`src/rtl/sprite_draw_engine.sv`:
```
// ---------------------------------------------------------------------------
// sprite_draw_engine
//
// Purpose:
//   Executes the CHIP-8 DXYN draw. An N-row, 8-pixel-wide sprite is read from
//   RAM starting at I and XORed into the 64x32 1-bpp framebuffer. The
//   framebuffer is 256 bytes at FB_BASE, 8 bytes per row, and the MSB of each
//   byte is the leftmost pixel. Each sprite row touches one framebuffer byte
//   (aligned x) or two neighbouring bytes (unaligned x). Every byte is
//   read-modify-written. A pixel that was set and is now cleared raises
//   collision.
//
// Optional feature (compile-time macro SPRITE_CLIP_EN):
//   Defined   : the start coordinate still wraps. Pixels past the right edge
//               are dropped, so the right byte is skipped when cb == 7.
//               Drawing ends at the first row that would fall below row 31.
//   Undefined : full wrap-around, both horizontally and vertically.
//
// Ports:
//   clk, reset         system clock; synchronous active-high reset
//   draw               start request, sampled only while idle
//   address[15:0]      sprite base I; only [ADDR_W-1:0] is used
//   sprite_height[3:0] number of sprite rows N (0..15)
//   x[7:0], y[7:0]     start column (mod 64) and start row (mod 32)
//   busy               high while the FSM is not in IDLE
//   collision          result of the last draw; held until the next start
//   mem_read_*         RAM read port; data returns one cycle after the address
//   mem_write_*        RAM write port; single-cycle write strobe
//   dbg_state[2:0]     current FSM state, for observation
//
// Memory handshake: the read and write ports have no ready/valid
// back-pressure. mem_read_enable qualifies mem_read_address in the cycle it is
// high, and mem_read_data is valid in the following cycle. mem_write_enable
// commits mem_write_data to mem_write_address at the end of the cycle it is
// high. The two enables are never high in the same cycle.
// ---------------------------------------------------------------------------
module sprite_draw_engine #(
  parameter int                ADDR_W  = 12,
  parameter logic [ADDR_W-1:0] FB_BASE = 12'h100
) (
  input  logic              clk,
  input  logic              reset,
  input  logic              draw,
  input  logic [15:0]       address,
  input  logic [3:0]        sprite_height,
  input  logic [7:0]        x,
  input  logic [7:0]        y,
  output logic              busy,
  output logic              collision,
  output logic [ADDR_W-1:0] mem_read_address,
  input  logic [7:0]        mem_read_data,
  output logic              mem_read_enable,
  output logic [ADDR_W-1:0] mem_write_address,
  output logic [7:0]        mem_write_data,
  output logic              mem_write_enable,
  output logic [2:0]        dbg_state
);

  typedef enum logic [2:0] {
    S_IDLE      = 3'd0,
    S_FETCH_SPR = 3'd1,
    S_LATCH_SPR = 3'd2,
    S_READ_L    = 3'd3,
    S_WRITE_L   = 3'd4,
    S_READ_R    = 3'd5,
    S_WRITE_R   = 3'd6,
    S_FINISH    = 3'd7
  } state_e;

  state_e            state_q, state_d;
  logic [ADDR_W-1:0] base_q, base_d;       // sprite base address I
  logic [3:0]        n_q, n_d;             // sprite height
  logic [5:0]        x0_q, x0_d;           // start column, already mod 64
  logic [4:0]        y0_q, y0_d;           // start row, already mod 32
  logic [3:0]        r_q, r_d;             // current sprite row
  logic [7:0]        pl_q, pl_d;           // pattern for the left byte
  logic [7:0]        pr_q, pr_d;           // pattern for the right byte
  logic              collision_q, collision_d;

  // Only the low address bits and the coordinate bits that survive the
  // modulo are used. The rest is folded here so it is visibly intentional.
  logic unused_inputs;
  assign unused_inputs = ^{address[15:ADDR_W], x[7:6], y[7:5]};

  // -------------------------------------------------------------------------
  // Address and pattern arithmetic
  // -------------------------------------------------------------------------
  logic [2:0]        cb;        // column byte of the left byte
  logic [2:0]        sh;        // pixel shift inside the byte
  logic [4:0]        fb_row;    // framebuffer row; the 5-bit add wraps mod 32
  logic [ADDR_W-1:0] addr_l;
  logic [ADDR_W-1:0] addr_r;
  logic [15:0]       shifted;
  logic              last_row;
  logic              need_r;
  logic              end_draw;

  assign cb      = x0_q[5:3];
  assign sh      = x0_q[2:0];
  assign fb_row  = y0_q + 5'(r_q);
  assign addr_l  = FB_BASE + ADDR_W'({fb_row, cb});
  // cb + 1 is 3 bits wide, so the right byte wraps to column byte 0 of the
  // same row.
  assign addr_r  = FB_BASE + ADDR_W'({fb_row, 3'(cb + 3'd1)});

  // A single 16-bit shift yields both halves. The upper byte is s >> sh and
  // the lower byte is s << (8 - sh). The lower byte is all zeros when sh == 0.
  assign shifted = {mem_read_data, 8'h00} >> sh;

  assign last_row = (4'(r_q + 4'd1) == n_q);

`ifdef SPRITE_CLIP_EN
  logic off_bottom;
  // The next row would land at y0 + r + 1. Anything at or past 32 is clipped.
  assign off_bottom = ({1'b0, y0_q} + {2'b00, r_q} + 6'd1) >= 6'd32;
  assign need_r     = (sh != 3'd0) && (cb != 3'd7);
  assign end_draw   = last_row || off_bottom;
`else
  assign need_r     = (sh != 3'd0);
  assign end_draw   = last_row;
`endif

  // -------------------------------------------------------------------------
  // State register
  // -------------------------------------------------------------------------
  always_ff @(posedge clk) begin
    if (reset) begin
      state_q     <= S_IDLE;
      base_q      <= '0;
      n_q         <= '0;
      x0_q        <= '0;
      y0_q        <= '0;
      r_q         <= '0;
      pl_q        <= '0;
      pr_q        <= '0;
      collision_q <= 1'b0;
    end else begin
      state_q     <= state_d;
      base_q      <= base_d;
      n_q         <= n_d;
      x0_q        <= x0_d;
      y0_q        <= y0_d;
      r_q         <= r_d;
      pl_q        <= pl_d;
      pr_q        <= pr_d;
      collision_q <= collision_d;
    end
  end

  // -------------------------------------------------------------------------
  // Next state and outputs
  // -------------------------------------------------------------------------
  always_comb begin
    state_d           = state_q;
    base_d            = base_q;
    n_d               = n_q;
    x0_d              = x0_q;
    y0_d              = y0_q;
    r_d               = r_q;
    pl_d              = pl_q;
    pr_d              = pr_q;
    collision_d       = collision_q;
    mem_read_address  = '0;
    mem_read_enable   = 1'b0;
    mem_write_address = '0;
    mem_write_data    = '0;
    mem_write_enable  = 1'b0;

    unique case (state_q)
      S_IDLE: begin
        if (draw) begin
          base_d      = address[ADDR_W-1:0];
          n_d         = sprite_height;
          x0_d        = x[5:0];
          y0_d        = y[4:0];
          r_d         = 4'd0;
          collision_d = 1'b0;
          state_d     = (sprite_height == 4'd0) ? S_FINISH : S_FETCH_SPR;
        end
      end

      S_FETCH_SPR: begin
        mem_read_address = base_q + ADDR_W'(r_q);
        mem_read_enable  = 1'b1;
        state_d          = S_LATCH_SPR;
      end

      S_LATCH_SPR: begin
        pl_d    = shifted[15:8];
        pr_d    = shifted[7:0];
        state_d = S_READ_L;
      end

      S_READ_L: begin
        mem_read_address = addr_l;
        mem_read_enable  = 1'b1;
        state_d          = S_WRITE_L;
      end

      S_WRITE_L: begin
        mem_write_address = addr_l;
        mem_write_data    = mem_read_data ^ pl_q;
        mem_write_enable  = 1'b1;
        collision_d       = collision_q | (|(mem_read_data & pl_q));
        if (need_r) begin
          state_d = S_READ_R;
        end else if (end_draw) begin
          state_d = S_FINISH;
        end else begin
          r_d     = r_q + 4'd1;
          state_d = S_FETCH_SPR;
        end
      end

      S_READ_R: begin
        mem_read_address = addr_r;
        mem_read_enable  = 1'b1;
        state_d          = S_WRITE_R;
      end

      S_WRITE_R: begin
        mem_write_address = addr_r;
        mem_write_data    = mem_read_data ^ pr_q;
        mem_write_enable  = 1'b1;
        collision_d       = collision_q | (|(mem_read_data & pr_q));
        if (end_draw) begin
          state_d = S_FINISH;
        end else begin
          r_d     = r_q + 4'd1;
          state_d = S_FETCH_SPR;
        end
      end

      S_FINISH: begin
        state_d = S_IDLE;
      end

      default: begin
        state_d = S_IDLE;
      end
    endcase
  end

  assign busy      = (state_q != S_IDLE);
  assign collision = collision_q;
  assign dbg_state = state_q;

endmodule

```
`config.mk`:
```
export PLATFORM = sky130hd
export DESIGN_NAME = sprite_draw_engine
export DESIGN_NICKNAME = d
export VERILOG_FILES = /design/src/rtl/sprite_draw_engine.sv
export SDC_FILE = /design/constraint.sdc
export NUM_CORES = 1
export LEC_CHECK = 0
export CAP_MARGIN = 10
export CORE_MARGIN = 2
export CORE_UTILIZATION = 44
export CTS_CLUSTER_SIZE = 24
export DETAILED_ROUTE_END_ITERATION = 7
export GPL_ROUTABILITY_DRIVEN = 0
export PLACE_DENSITY_LB_ADDON = 0.15
export SYNTH_ARGS = -nofsm -noshare
export SYNTH_HDL_FRONTEND = slang
export SYNTH_SLANG_ARGS = --single-unit
```
`constraint.sdc`:
```
create_clock -name clk -period 2 [get_ports clk]
set_input_delay 0.3 -clock clk [delete_from_list [all_inputs] [get_ports clk]]
set_output_delay 0.3 -clock clk [all_outputs]
set_load 0.1 [all_outputs]
```
==> results.md <==
- Status: complete, but fails checks
- Failing checks: setup timing
- Fin crit period: 2.474 ns
- Chip width: 89.92 µm
- Grt met2 use: 0.4034
- Setup TNS: -5.098 ns
- Vias: 3,239
- Fraction of layout cells with a size suffix above 1: 0.3479
- Die height: 89.92 µm
- Initial Util: 0.4502
- Worst stage delay on the critical path: 0.36 ns
- Total power: 3.245 mW
- Worst hold path type: input port to flip-flop
- Synth warn: 0
- Delay-heaviest family, CP: compound AO/OA/AOI/OAI gates
- CTS Hold Bufs: 0
- GRT met1 Usage: 0.3171
- FMAX: 404.2 MHz
- Critical Path Source Type: flip-flop
- Synth area leader: dfxtp_1
- Clk sinks: 50
- Maximum fanout along the worst path: 4
- Setup WS pre-CTS: -0.1822 ns
- Synth cell types: 61
- Main area contributors after synthesis: dfxtp_1, nand2_1, a21oi_1, mux2i_1, nor2_1
- CP arrival: 2.17 ns
- Fin. max-slew vios: 0
- Placed Instances: 589
- Crit path cell chain: ha_4 > fa_2 > a21o_1 > a21oi_4 > nor2_1 > xnor2_2 > o21ai_4 > buf_12
- # diodes: 0
- Worst Path Buf+Inv: 1
- Post-Layout Cell Count: 602
- Max H-tree Level: 2
- Largest net degree at the start of global routing: 29
- Vias in the first global route: 3,118
- Period utilization: 1.237
- I/O Pins: 86
- CTS Root Cell: clkbuf_8
- Worst Setup Path Type: flip-flop to output port
- Final setup viols: 16
- Antenna violations before repair: 0
- Vias per cell: 5.380
- Pwr per Cell Area: 622.3 nW/µm²
- Worst Max-Slew Pin Slew: 0.5290 ns
- FF+latch count, synth: 50
- Final hold violation count: 0
- Critical-path top delay cell: dfxtp_2
- Drt first pass iters: 5
- Req. time, crit path: 1.70 ns
- Most common cell after layout, fill and taps aside: nand2_1
- CTS tree: built
- Rows: 31
- Asr flop ratio synth: 0
- DIE AREA: 8086 µm²
- Worst slew margin: 0.6441
- I/O Buffers: 73
- Drt initial violations: 263
- Max Cap Viol: 0
- Most Used Layer, Global Route: met2
- ANT nets after route: 0
- Clk Latency, worst-skew pair: 0.32 ns
- Clock Tree Buf Depth: 2
- Met3 global-route usage: 0.03185
- Yosys top cell area share: 0.3082
- Worst setup EP type: output port
- Area grow syn2layout: 60.55%
- Post-DP HPWL: 6825 µm
- First-pass GRT wire length: 15,680 µm
- TritonCTS buffer count: 5
- Congestion Overflow GR: 0
- Syn Area/Cell: 7.827 µm²
- Worst clock skew: 0.01316 ns
- Post-synth top flop: dfxtp_1
- Leak pwr: 1.924 nW
- Core ar.: 7214 µm²
- Most frequent cells in the layout: nand2_1, dfxtp_1, a21oi_1, clkdlybuf4s50_1, buf_12
- Tot GR Track Use: 0.2355
- WL final: 9479 µm
- Final hold slack: 0.3598 ns
- Sequential area share after synthesis: 0.3082
- VDD IR max: 0.0003951 V
- Post-synth EDFFs: 0
- Syn Inst Count: 415
- DR WL/cell: 15.75 µm
- RSZ-0062 raised after global routing: true
- Clock-pin slew on the worst setup and hold paths: 0.11 ns
- Fillers: 564
- Final worst slack: -0.4738 ns
- Syn Std Cell Area: 3248 µm²
- DRC Markers: 0
- Nets@finish: 561
[power breakdown]
part | switching (mW) | total, mW | internal (mW)
Clock | 0.372 | 0.874 | 0.501
Combinational | 0.730 | 1.21 | 0.478
Sequential | 0.0933 | 1.16 | 1.07
[layer usage]
layer	share of wire	wire (µm)
met5	0	0
met4	0.0090	85
met3	0.051	485
met2	0.50	4717
met1	0.44	4190
[per-stage QoR]
stage | utilization | instance area (µm²)
2_1_floorplan | - | 3631
3_3_place_gp | 0.6727 | 4853
3_5_place_dp | 0.6727 | 4853
4_1_cts | 0.7034 | 5075
5_1_grt | 0.7229 | 5215
6_report | 0.7229 | 5215
[worst reg2reg max path, delay by kind of cell, from the launching register on]
family                   cells  cell delay (ns)
XOR/XNOR                     2             0.36
buffers and inverters        3             0.46
AO/OA/AOI/OAI                2             0.52
AND/OR/NAND/NOR              1             0.08
flip-flops                   1             0.36
adder cells (fa/ha/maj)      1             0.20
[timing repair]
item,in CTS,in global routing
endpoints found under the setup margin,26,30
setup buffers,2,3
endpoints found under the hold margin,0,0
resized for setup,13,24
pin swaps,8,12
[logic make-up (layout without fill, tap and decap cells)]
kind of cell / Yosys count / after routing / share of synthesized area
and+or+nand+nor: 168 / 168 / 0.2411
AOI/OAI and AO/OA: 98 / 98 / 0.1922
DFF: 50 / 50 / 0.3082
buffers and inverters: 37 / 123 / 0.06009
xor gates and xnor gates: 25 / 25 / 0.06972
muxes: 24 / 24 / 0.07665
adders and majority gates: 12 / 12 / 0.05085
other: 1 / 3 / 0.001155
[synth_stat cells (2+ instances only)]
cell type,count
a211oi_1,7
a21o_1,6
a21oi_1,47
a21oi_2,2
a221oi_1,3
a22o_1,2
a22oi_1,5
a31oi_1,2
and2_1,7
and3_1,2
buf_2,11
buf_4,7
clkbuf_1,10
dfxtp_1,50
fa_1,2
ha_1,10
inv_1,5
mux2_2,3
mux2i_1,20
nand2_1,74
nand2b_1,5
nand3_1,10
nand3b_1,2
nand4_1,4
nand4b_1,2
nor2_1,40
nor2b_1,4
nor3_1,4
nor4_1,2
o211ai_1,2
o21ai_0,10
o22ai_1,2
or2_2,2
or3_1,2
xnor2_1,11
xor2_1,13
[cell type report]
cell class                 count  area (µm²)  area share
clock inverter                 3       68.82     0.01320
timing repair buffer         109        1368      0.2622
clock buffer                   5       68.82     0.01320
tap                           99       123.9     0.02375
multi-input combinational    330        2535      0.4861
inverter                       6       31.28    0.005998
sequential                    50        1020      0.1955
[path summary, 6_finish.rpt]
check | from | to | slack [ns] | cells past startpoint
worst max-delay path | r_q[0] | mem_read_address[8] | -0.47 | 8
worst max register to register | r_q[0] | r_q[3] | -0.06 | 9
worst min-delay path | reset | n_q[3] | 0.36 | 2
worst min register to register | base_q[3] | base_q[3] | 0.47 | 2
[sequential cells by signal, indices dropped and copies added (netlist names)]
name       count
r_q            4
pr_q           7
collision      1
dbg_state      3
x0_q           6
base_q        12
n_q            4
pl_q           8
y0_q           5
No activity file was read; power rests on OpenSTA's default activity.
